File: src/rtl/regfile_access_controller_if.sv
// regfile_access_controller_if: command handshake and register file bus for regfile_access_controller.
// Flag signals exist only when REGFILE_CTRL_FLAGS_EN is defined.
interface regfile_access_controller_if #(parameter int W = 4);
    logic         Cmd_Valid;
    logic         Cmd_Ready;
    logic [1:0]   Cmd_Op;
    logic [2:0]   Cmd_Dest;
    logic [2:0]   Cmd_Src0;
    logic [2:0]   Cmd_Src1;
    logic [W-1:0] Cmd_Imm;
    logic [2:0]   RF_Source_Select_0;
    logic [2:0]   RF_Source_Select_1;
    logic [W-1:0] RF_Out_0;
    logic [W-1:0] RF_Out_1;
    logic [2:0]   RF_Destination_Select;
    logic         RF_Write_Enable;
    logic [W-1:0] RF_Data;
    logic [W-1:0] Result;
    logic         Done;
`ifdef REGFILE_CTRL_FLAGS_EN
    logic         Flag_Carry;
    logic         Flag_Zero;
`endif
    modport master (
        output Cmd_Valid, Cmd_Op, Cmd_Dest, Cmd_Src0, Cmd_Src1, Cmd_Imm, RF_Out_0, RF_Out_1,
        input  Cmd_Ready, RF_Source_Select_0, RF_Source_Select_1, RF_Destination_Select,
               RF_Write_Enable, RF_Data, Result, Done
`ifdef REGFILE_CTRL_FLAGS_EN
        , input Flag_Carry, Flag_Zero
`endif
    );
    modport slave (
        input  Cmd_Valid, Cmd_Op, Cmd_Dest, Cmd_Src0, Cmd_Src1, Cmd_Imm, RF_Out_0, RF_Out_1,
        output Cmd_Ready, RF_Source_Select_0, RF_Source_Select_1, RF_Destination_Select,
               RF_Write_Enable, RF_Data, Result, Done
`ifdef REGFILE_CTRL_FLAGS_EN
        , output Flag_Carry, Flag_Zero
`endif
    );
endinterface

File: src/rtl/regfile_access_controller.sv
// regfile_access_controller: 4-cycle IDLE/READ/EXEC/WRITE initiator driving an 8-entry register file.
// Define REGFILE_CTRL_FLAGS_EN to add registered Flag_Carry/Flag_Zero outputs.
module regfile_access_controller #(
    parameter int W = 4
) (
    input logic CLK,
    input logic Reset,
    regfile_access_controller_if.slave bus
);
    typedef enum logic [1:0] {IDLE, READ, EXEC, WRITE} state_t;
    localparam logic [1:0] OP_MOVE = 2'd1, OP_ADD = 2'd2, OP_SUB = 2'd3;
    state_t state_q, state_d;
    logic         ready_q, ready_d, we_q, we_d, done_q, done_d;
    logic [1:0]   op_q, op_d;
    logic [2:0]   dest_q, dest_d, src0_q, src0_d, src1_q, src1_d, wdest_q, wdest_d;
    logic [W-1:0] imm_q, imm_d, a_q, a_d, b_q, b_d, data_q, data_d, result_q, result_d, alu;
`ifdef REGFILE_CTRL_FLAGS_EN
    logic cy_q, cy_d, fc_q, fc_d, fz_q, fz_d;
`endif
    always_comb begin
        state_d  = state_q;
        ready_d  = ready_q;
        we_d     = we_q;
        done_d   = done_q;
        op_d     = op_q;
        dest_d   = dest_q;
        src0_d   = src0_q;
        src1_d   = src1_q;
        imm_d    = imm_q;
        a_d      = a_q;
        b_d      = b_q;
        wdest_d  = wdest_q;
        data_d   = data_q;
        result_d = result_q;
`ifdef REGFILE_CTRL_FLAGS_EN
        cy_d     = cy_q;
        fc_d     = fc_q;
        fz_d     = fz_q;
`endif
        alu = op_q == OP_ADD ? a_q + b_q : op_q == OP_SUB ? a_q - b_q : op_q == OP_MOVE ? a_q : imm_q;
        case (state_q)
            IDLE: if (bus.Cmd_Valid && ready_q) begin
                op_d    = bus.Cmd_Op;
                dest_d  = bus.Cmd_Dest;
                src0_d  = bus.Cmd_Src0;
                src1_d  = bus.Cmd_Src1;
                imm_d   = bus.Cmd_Imm;
                ready_d = 1'b0;
                state_d = READ;
            end
            READ: begin
                a_d     = bus.RF_Out_0;
                b_d     = bus.RF_Out_1;
                state_d = EXEC;
            end
            EXEC: begin
                data_d  = alu;
                wdest_d = dest_q;
                we_d    = 1'b1;
                done_d  = 1'b1;
                state_d = WRITE;
`ifdef REGFILE_CTRL_FLAGS_EN
                // a wrapped sum is smaller than either addend exactly when the add overflowed
                cy_d    = op_q == OP_ADD ? alu < a_q : op_q == OP_SUB ? a_q < b_q : 1'b0;
`endif
            end
            WRITE: begin
                we_d     = 1'b0;
                done_d   = 1'b0;
                ready_d  = 1'b1;
                result_d = data_q;
                state_d  = IDLE;
`ifdef REGFILE_CTRL_FLAGS_EN
                fc_d     = cy_q;
                fz_d     = data_q == '0;
`endif
            end
            default: state_d = IDLE;
        endcase
    end
    always_ff @(posedge CLK or posedge Reset) begin
        if (Reset) begin
            state_q  <= IDLE;
            ready_q  <= 1'b1;
            we_q     <= 1'b0;
            done_q   <= 1'b0;
            op_q     <= '0;
            dest_q   <= '0;
            src0_q   <= '0;
            src1_q   <= '0;
            imm_q    <= '0;
            a_q      <= '0;
            b_q      <= '0;
            wdest_q  <= '0;
            data_q   <= '0;
            result_q <= '0;
`ifdef REGFILE_CTRL_FLAGS_EN
            cy_q     <= 1'b0;
            fc_q     <= 1'b0;
            fz_q     <= 1'b0;
`endif
        end else begin
            state_q  <= state_d;
            ready_q  <= ready_d;
            we_q     <= we_d;
            done_q   <= done_d;
            op_q     <= op_d;
            dest_q   <= dest_d;
            src0_q   <= src0_d;
            src1_q   <= src1_d;
            imm_q    <= imm_d;
            a_q      <= a_d;
            b_q      <= b_d;
            wdest_q  <= wdest_d;
            data_q   <= data_d;
            result_q <= result_d;
`ifdef REGFILE_CTRL_FLAGS_EN
            cy_q     <= cy_d;
            fc_q     <= fc_d;
            fz_q     <= fz_d;
`endif
        end
    end
    assign bus.Cmd_Ready             = ready_q;
    assign bus.RF_Source_Select_0    = src0_q;
    assign bus.RF_Source_Select_1    = src1_q;
    assign bus.RF_Destination_Select = wdest_q;
    assign bus.RF_Write_Enable       = we_q;
    assign bus.RF_Data               = data_q;
    assign bus.Result                = result_q;
    assign bus.Done                  = done_q;
`ifdef REGFILE_CTRL_FLAGS_EN
    assign bus.Flag_Carry            = fc_q;
    assign bus.Flag_Zero             = fz_q;
`endif
endmodule

File: src/flat_wrapper.sv
// flat-port wrapper written by rule: the top's interface ports become plain ports
module regfile_access_controller_flat 
#(
    parameter int W = 4
)
  (CLK, Reset, bus_Cmd_Valid, bus_Cmd_Op, bus_Cmd_Dest, bus_Cmd_Src0, bus_Cmd_Src1, bus_Cmd_Imm, bus_RF_Out_0, bus_RF_Out_1, bus_Cmd_Ready, bus_RF_Source_Select_0, bus_RF_Source_Select_1, bus_RF_Destination_Select, bus_RF_Write_Enable, bus_RF_Data, bus_Result, bus_Done);
  regfile_access_controller_if #(.W(W)) bus_i ();
  input logic CLK;
  input logic Reset;
  input wire logic [$bits(bus_i.Cmd_Valid)-1:0] bus_Cmd_Valid;
  input wire logic [$bits(bus_i.Cmd_Op)-1:0] bus_Cmd_Op;
  input wire logic [$bits(bus_i.Cmd_Dest)-1:0] bus_Cmd_Dest;
  input wire logic [$bits(bus_i.Cmd_Src0)-1:0] bus_Cmd_Src0;
  input wire logic [$bits(bus_i.Cmd_Src1)-1:0] bus_Cmd_Src1;
  input wire logic [$bits(bus_i.Cmd_Imm)-1:0] bus_Cmd_Imm;
  input wire logic [$bits(bus_i.RF_Out_0)-1:0] bus_RF_Out_0;
  input wire logic [$bits(bus_i.RF_Out_1)-1:0] bus_RF_Out_1;
  output wire logic [$bits(bus_i.Cmd_Ready)-1:0] bus_Cmd_Ready;
  output wire logic [$bits(bus_i.RF_Source_Select_0)-1:0] bus_RF_Source_Select_0;
  output wire logic [$bits(bus_i.RF_Source_Select_1)-1:0] bus_RF_Source_Select_1;
  output wire logic [$bits(bus_i.RF_Destination_Select)-1:0] bus_RF_Destination_Select;
  output wire logic [$bits(bus_i.RF_Write_Enable)-1:0] bus_RF_Write_Enable;
  output wire logic [$bits(bus_i.RF_Data)-1:0] bus_RF_Data;
  output wire logic [$bits(bus_i.Result)-1:0] bus_Result;
  output wire logic [$bits(bus_i.Done)-1:0] bus_Done;
  assign bus_i.Cmd_Valid = bus_Cmd_Valid;
  assign bus_i.Cmd_Op = bus_Cmd_Op;
  assign bus_i.Cmd_Dest = bus_Cmd_Dest;
  assign bus_i.Cmd_Src0 = bus_Cmd_Src0;
  assign bus_i.Cmd_Src1 = bus_Cmd_Src1;
  assign bus_i.Cmd_Imm = bus_Cmd_Imm;
  assign bus_i.RF_Out_0 = bus_RF_Out_0;
  assign bus_i.RF_Out_1 = bus_RF_Out_1;
  assign bus_Cmd_Ready = bus_i.Cmd_Ready;
  assign bus_RF_Source_Select_0 = bus_i.RF_Source_Select_0;
  assign bus_RF_Source_Select_1 = bus_i.RF_Source_Select_1;
  assign bus_RF_Destination_Select = bus_i.RF_Destination_Select;
  assign bus_RF_Write_Enable = bus_i.RF_Write_Enable;
  assign bus_RF_Data = bus_i.RF_Data;
  assign bus_Result = bus_i.Result;
  assign bus_Done = bus_i.Done;
  regfile_access_controller #(.W(W)) u_core (.CLK(CLK), .Reset(Reset), .bus(bus_i));
endmodule
File: config.mk
export PLATFORM = sky130hd
export DESIGN_NAME = regfile_access_controller_flat
export DESIGN_NICKNAME = d
export VERILOG_FILES = /design/src/rtl/regfile_access_controller_if.sv /design/src/rtl/regfile_access_controller.sv /design/src/flat_wrapper.sv
export SDC_FILE = /design/constraint.sdc
export NUM_CORES = 1
export LEC_CHECK = 0
export BUFFER_PORTS_ARGS = -buffer_cell sky130_fd_sc_hd__buf_2
export CORE_AREA = 3 3 55 82
export DETAILED_ROUTE_END_ITERATION = 16
export DIE_AREA = 0 0 58 85
export GPL_TIMING_DRIVEN = 1
export PLACE_DENSITY = 0.74
export SETUP_SLACK_MARGIN = 0.15
export SKIP_CTS_REPAIR_TIMING = 1
export SYNTH_ARGS = -nofsm -noshare
export SYNTH_HDL_FRONTEND = slang
export SYNTH_SLANG_ARGS = --single-unit
export TNS_END_PERCENT = 1
File: constraint.sdc
create_clock -name CLK -period 1.6 [get_ports CLK]
set_clock_uncertainty 0.05 [all_clocks]
set_input_delay 0.24 -clock CLK [delete_from_list [all_inputs] [get_ports CLK]]
set_output_delay 0.24 -clock CLK [all_outputs]
set_load 0.05 [all_outputs]
==> summary.txt, run 1 <==
ANT cells - 0
Worst EP required - 1770 ps
CP Capture Type - flip-flop
Worst-Skew Late Latency - 290 ps
GR Overflow Total - 0
vias in the first global route - 1343
final setup fails - 3
clock root buffer master - clkbuf_8
ANT nets after route - 0
worst-path cell chain - ha_1 -> inv_2 -> fa_1 -> mux4_2 -> mux2i_1
Setup TNS - -531 ps
CP bufs+invs - 1
fmax - 0.545 GHz
leading area contributor after synthesis - dfrtp_1
Post-Syn Area per Cell - 12.6 µm²
FF/Latch Area - 952 µm²
Reg clk slew, reported paths - 80 ps
RD Place Congestion - 0.887
worst-case hold path end point - u_core.b_q[2]
synth top area cells - dfrtp_1, mux2_2, ha_1
DR DRC count - 0
adder-cell share of the synthesized area - 9.18%
Worst Slack Setup Final - -236 ps
Clock Sinks - 38
Finished Layout Cells - 252
FF-to-FF setup slack - -240 ps
Seq/Total Area, Yosys - 52.9%
Rel. slew slack - 70.5%
CP Launch Type - flip-flop
Final Cycle Share - 115%
crit-path max cell delay - 470 ps
DR iter-0 viols - 12
area fraction in compound gates after synthesis - 6.61%
Reg-to-Reg End - u_core.bus.RF_Data[1]
number of buffers created by CTS - 5
crit-path leading delay family - adder cells
Max-cap violations - 0
FF-to-FF path depth - 5
synthesized area - 1800 µm²
CTS tree - yes
Die Area - 4930 µm²
DP Area - 2190 µm²
critical path class - reg2reg
first-pass GRT wire length - 5820 µm
outcome - finished with violations
Worst EP arrival - 2000 ps
Die W - 58 µm
DR pass1 iterations - 4
die span in y - 85 µm
placed wire-length estimate - 2710 µm
layout cells sized above 1 - 53.6%
largest net degree at the start of global routing - 30
fill count - 325
Crit Path Max Fanout - 3
max-slew violation total from the final report - 0
failing checks - setup timing
nets@finish - 244
Starting Density - 45.9%
P&R area growth vs syn - 33.9%
share of the synthesized area in the top cell type - 51.5%
row cnt - 28
Hold Path Stages - 3
Ys Warns - 0
FF+latch count, synth - 38
HP Start - bus_RF_Out_1[2]
final WL - 3680 µm
Crit-path slowest cell - mux4_2
Hold Violations, Final - 0
core area - 3920 µm²
post-synthesis simple-gate area fraction - 6.19%
multiplexer area fraction after synthesis - 20.0%
cell count after placement - 242
num ports - 46
worst reg2reg path startpoint - u_core.b_q[0]
multi-input logic area - 873 µm²
Port Buf Inserts - 45
RSZ-0062 raised after global routing - yes
synthesized instance count - 143
Hold WC Path Type - in2reg
Synth Net Count - 181
clk buf depth - 2
Worst Max-Slew Pin Slew - 441 ps
Overall Power - 5.84 mW
H-tree Lvls - 2
Vias/cell - 5.12
pwr/cell area - 2430 nW/µm²
final instance area - 2410 µm²
fin crit period - 1840 ps
post-synthesis xor/xnor area fraction - 0.487%
Pleak - 1.21 nW
Avg WL per Cell - 14.6 µm
Synth cell types - 28
All-Layer GR Usage - 15.4%
maximum VDD drop - 0.00161 V
vias - 1289
initial antenna violation count - 0
Post-Place Worst Slack - -229 ps
largest family of logic cells by synthesized area - multiplexers
[Yosys cell counts]
cell      count
a211oi_1      2
a21oi_1       3
a31oi_1       3
and2_4        1
and4_1        1
buf_2         1
buf_4         1
buf_6         1
clkbuf_1      3
dfrtp_1      37
dfstp_2       1
fa_1          2
ha_1         10
inv_1        13
mux2_2       29
mux2i_1       1
mux4_2        1
nand2_1       9
nand2b_1      1
nand3_2       1
nor2_1        5
nor2b_1       3
o211ai_1      1
o21ai_0       9
o311ai_1      1
o31a_1        1
or3_1         1
xnor2_1       1
[metal layers]
| metal | up-vias | share of wire (%) | GRT usage [%] |
|---|---|---|---|
| li1 | 612 | - | - |
| met1 | 631 | 40 | 17.0 |
| met5 | - | 0 | 0 |
| met4 | 0 | 3.0 | 8.23 |
| met3 | 11 | 4.8 | 3.96 |
| met2 | 35 | 52 | 26.5 |
[layout make-up]
class,instances,share of cell area [%]
Clock buffer,6,3.43
Clock inverter,2,0.519
Inverter,13,2.03
Multi-Input combinational cell,86,36.3
Sequential cell,38,39.5
Tap cell,45,2.34
Timing Repair Buffer,62,15.9
[registers in the layout (all words and copies together), names as in the netlist, 3 cells and up]
register                          flops
u_core.bus.RF_Source_Select_0         3
u_core.imm_q                          4
u_core.dest_q                         3
u_core.bus.RF_Source_Select_1         3
u_core.bus.RF_Destination_Select      3
u_core.b_q                            4
u_core.bus.RF_Data                    4
u_core.bus.Result                     4
u_core.a_q                            4
[through the flow]
step                hold slack [ps]  util, %
floorplan                       311        -
global placement                199     55.9
detailed placement              207     55.9
CTS                            -115     58.3
global route                    119     61.4
finish                          106     61.4
[worst min-delay path, cell delays in order]
cell and delay (ps):
buf_2 70, nand2_1 40, o21ai_0 60
[kinds of logic (layout without fill, tap and decap cells)]
family          after synthesis  in the layout
flops                        38             38
compound gates               20             20
mux                          31             31
buf+inv                      19             83
fa+ha+maj                    12             12
xor+xnor                      1              1
simple gates                 22             22
[placed cells by master, fill, tap and decap left out, types with 2 or more instances in the layout]
cell / synthesis / layout
inv_1: 13 / 9
a211oi_1: 2 / 2
a31oi_1: 3 / 3
ha_1: 10 / 6
nor2_1: 5 / 5
buf_4: 1 / 15
dfrtp_1: 37 / 37
a21oi_1: 3 / 3
mux2_4: 0 / 16
inv_2: 0 / 4
nand2_1: 9 / 9
ha_4: 0 / 3
clkbuf_8: 0 / 6
buf_12: 0 / 2
buf_2: 1 / 44
mux2_2: 29 / 13
o21ai_0: 9 / 9
nor2b_1: 3 / 3
[worst max-delay path by stage]
stage,cells after the start,slack [ps],startpoint,endpoint
6_report,5,-240,u_core.b_q[0],u_core.bus.RF_Data[1]
3_3_place_gp,7,-180,u_core.a_q[0],u_core.bus.RF_Data[2]
5_1_grt,7,-270,u_core.a_q[0],u_core.bus.RF_Data[2]
2_1_floorplan,7,-150,u_core.a_q[0],u_core.bus.RF_Data[2]
4_1_cts,5,-240,u_core.a_q[0],u_core.bus.RF_Data[1]
3_5_place_dp,5,-230,u_core.a_q[0],u_core.bus.RF_Data[1]
[where the power goes]
part	internal, mW	leakage [nW]	switching (mW)	total, mW
clock	0.346	0.0472	0.339	0.685
sequential	1.46	0.458	0.385	1.84
combinational	1.47	0.700	1.84	3.31
(Power assumes the default switching activity.)
==> run 2: changes to the inputs <==
CORE_AREA = 2 2 54 81   (was 3 3 55 82)
DIE_AREA = 0 0 56 83   (was 0 0 58 85)
SETUP_SLACK_MARGIN = 0.5   (was 0.15)
==> run 2 against run 1 <==
- the run ends with hold timing, setup timing left
- total power grew 8.2%
- combinational power is 13% higher
- critical path depth increased by 2
- final area is 5.8% higher
==> summary.txt, run 2 (synthesis gave the netlist of run 1 again) <==
outcome - finished with violations
failing checks - hold timing, setup timing
worst setup path startpoint - u_core.a_q[0]
Worst Max-Slew Pin Slew - 443 ps (+1.80 ps)
final WL - 3790 µm (+3.1%)
Max-cap violations - 0 (unchanged)
maximum VDD drop - 0.00165 V (+2.5%)
Worst EP required - 1780 ps (about the same)
num ports - 46 (unchanged)
ANT nets after route - 0 (unchanged)
pwr/cell area - 2480 nW/µm² (+2.3%)
Post-Place Worst Slack - -237 ps (-7.68 ps)
fill count - 292 (-10%)
DR pass1 iterations - 4 (unchanged)
P&R area growth vs syn - 41.6%
commonest non-fill, non-tap cell in the layout - dfrtp_1
commonest cells after routing, fill and taps aside - dfrtp_1, buf_2, mux2_4
Setup TNS - -586 ps (-55.5 ps)
Reg clk slew, reported paths - 80 ps (about the same)
initial antenna violation count - 0 (unchanged)
vias - 1281 (-0.62%)
placed wire-length estimate - 2600 µm (-4.1%)
die span in y - 83 µm (-2.4%)
final instance area - 2550 µm² (+5.8%)
DP Area - 2170 µm² (-1.0%)
RSZ-0062 raised after global routing - yes
final setup fails - 3 (unchanged)
All-Layer GR Usage - 16.2% (+0.79 points)
max-slew violation total from the final report - 0 (unchanged)
Avg WL per Cell - 15.3 µm (+4.8%)
clk buf depth - 2 (unchanged)
Worst EP arrival - 2040 ps (+40 ps)
layout cells sized above 1 - 56.2% (+2.5 points)
Hold Violations, Final - 8 (+8)
Hold WC Path Type - in2async
CP Capture Type - flip-flop
RD Place Congestion - 0.912 (+2.9%)
Die Area - 4650 µm² (-5.7%)
Clock Sinks - 38 (unchanged)
Vias/cell - 5.17 (+0.98%)
GR Overflow Total - 0 (unchanged)
Finished Layout Cells - 248 (-1.6%)
worst reg2reg path startpoint - u_core.a_q[0]
H-tree Lvls - 2 (unchanged)
first-pass GRT wire length - 6070 µm (+4.4%)
fmax - 0.537 GHz (-1.3%)
number of buffers created by CTS - 5 (unchanged)
row cnt - 28 (unchanged)
ANT cells - 0 (unchanged)
critical path class - reg2reg
Rel. slew slack - 70.4% (-0.12 points)
Port Buf Inserts - 45 (unchanged)
vias in the first global route - 1362 (+1.4%)
Worst Slack Setup Final - -261 ps (-24.9 ps)
CTS tree - yes
DR DRC count - 0 (unchanged)
largest net degree at the start of global routing - 30 (unchanged)
core area - 3920 µm² (unchanged)
cell count after placement - 239 (-1.2%)
Crit Path Max Fanout - 3 (unchanged)
Starting Density - 45.9% (unchanged)
Worst-Skew Late Latency - 280 ps (about the same)
CP Launch Type - flip-flop
Die W - 56 µm (-3.4%)
fin crit period - 1860 ps (+24.9 ps)
Final Cycle Share - 116% (+1.6 points)
DR iter-0 viols - 21 (+9)
clock root buffer master - clkbuf_8
hold slack - -108 ps (-214 ps)
nets@finish - 240 (-1.6%)
Pleak - 1.24 nW (+3.2%)
[run 2: cell count changes in the layout (fill, tap and decap cells not counted), sizes merged]
cell         before  now
buf              61   58
dlygate4sd3       1    0
[run 2: final cells by class]
class	instances	area [µm²]	area share, %
multi-input combinational	86	921	36.1
tap	45	56.3	2.21
clock buffer	6	82.6	3.24
sequential	38	952	37.4
inverter	13	48.8	1.92
clock inverter	2	12.5	0.491
timing repair buffer	58	474	18.6
[run 2: where the power goes]
part           internal, mW  total [mW]  switching [mW]
logic                  1.80        3.73            1.93
registers              1.46        1.90           0.447
clock network         0.346       0.687           0.341
total                  3.61        6.32            2.71
[run 2: final timing paths]
check | slack (ps) | depth (start not counted) | endpoint
min in group CLK | 120 | 3 | u_core.b_q[1]
max in group asynchronous | 1110 | 3 | u_core.bus.RF_Source_Select_1[0]
worst min-delay path | -110 | 2 | u_core.dest_q[0]
worst max register to register | -260 | 7 | u_core.bus.RF_Data[2]
worst min register to register | 450 | 1 | u_core.imm_q[2]
worst max-delay path | -260 | 7 | u_core.bus.RF_Data[2]
[run 2: stage by stage]
step	power (mW)	utilization [%]	hold WS (ps)
floorplan	4.03	-	311
finish	6.32	64.9	-108
global placement	4.74	55.3	200
CTS	5.53	57.7	-99.0
detailed placement	4.84	55.3	213
global route	6.71	64.9	-70.5
[run 2: routing by layer]
layer  routed length, µm  global-route usage [%]  vias to the layer above
met1                1500                    19.1                      615
li1                    -                       -                      613
met5                   0                       0                        -
met3                 226                    4.05                        4
met2                2030                    28.7                       49
met4                  34                    4.98                        0
[run 2: worst max-delay path, cell delays in order, from the launching register on]
cell and delay, ps:
dfrtp_1 390, inv_2 70, ha_4 160, fa_2 330
and2_4 160, or3_1 310, a31oi_1 180, mux2_4 160
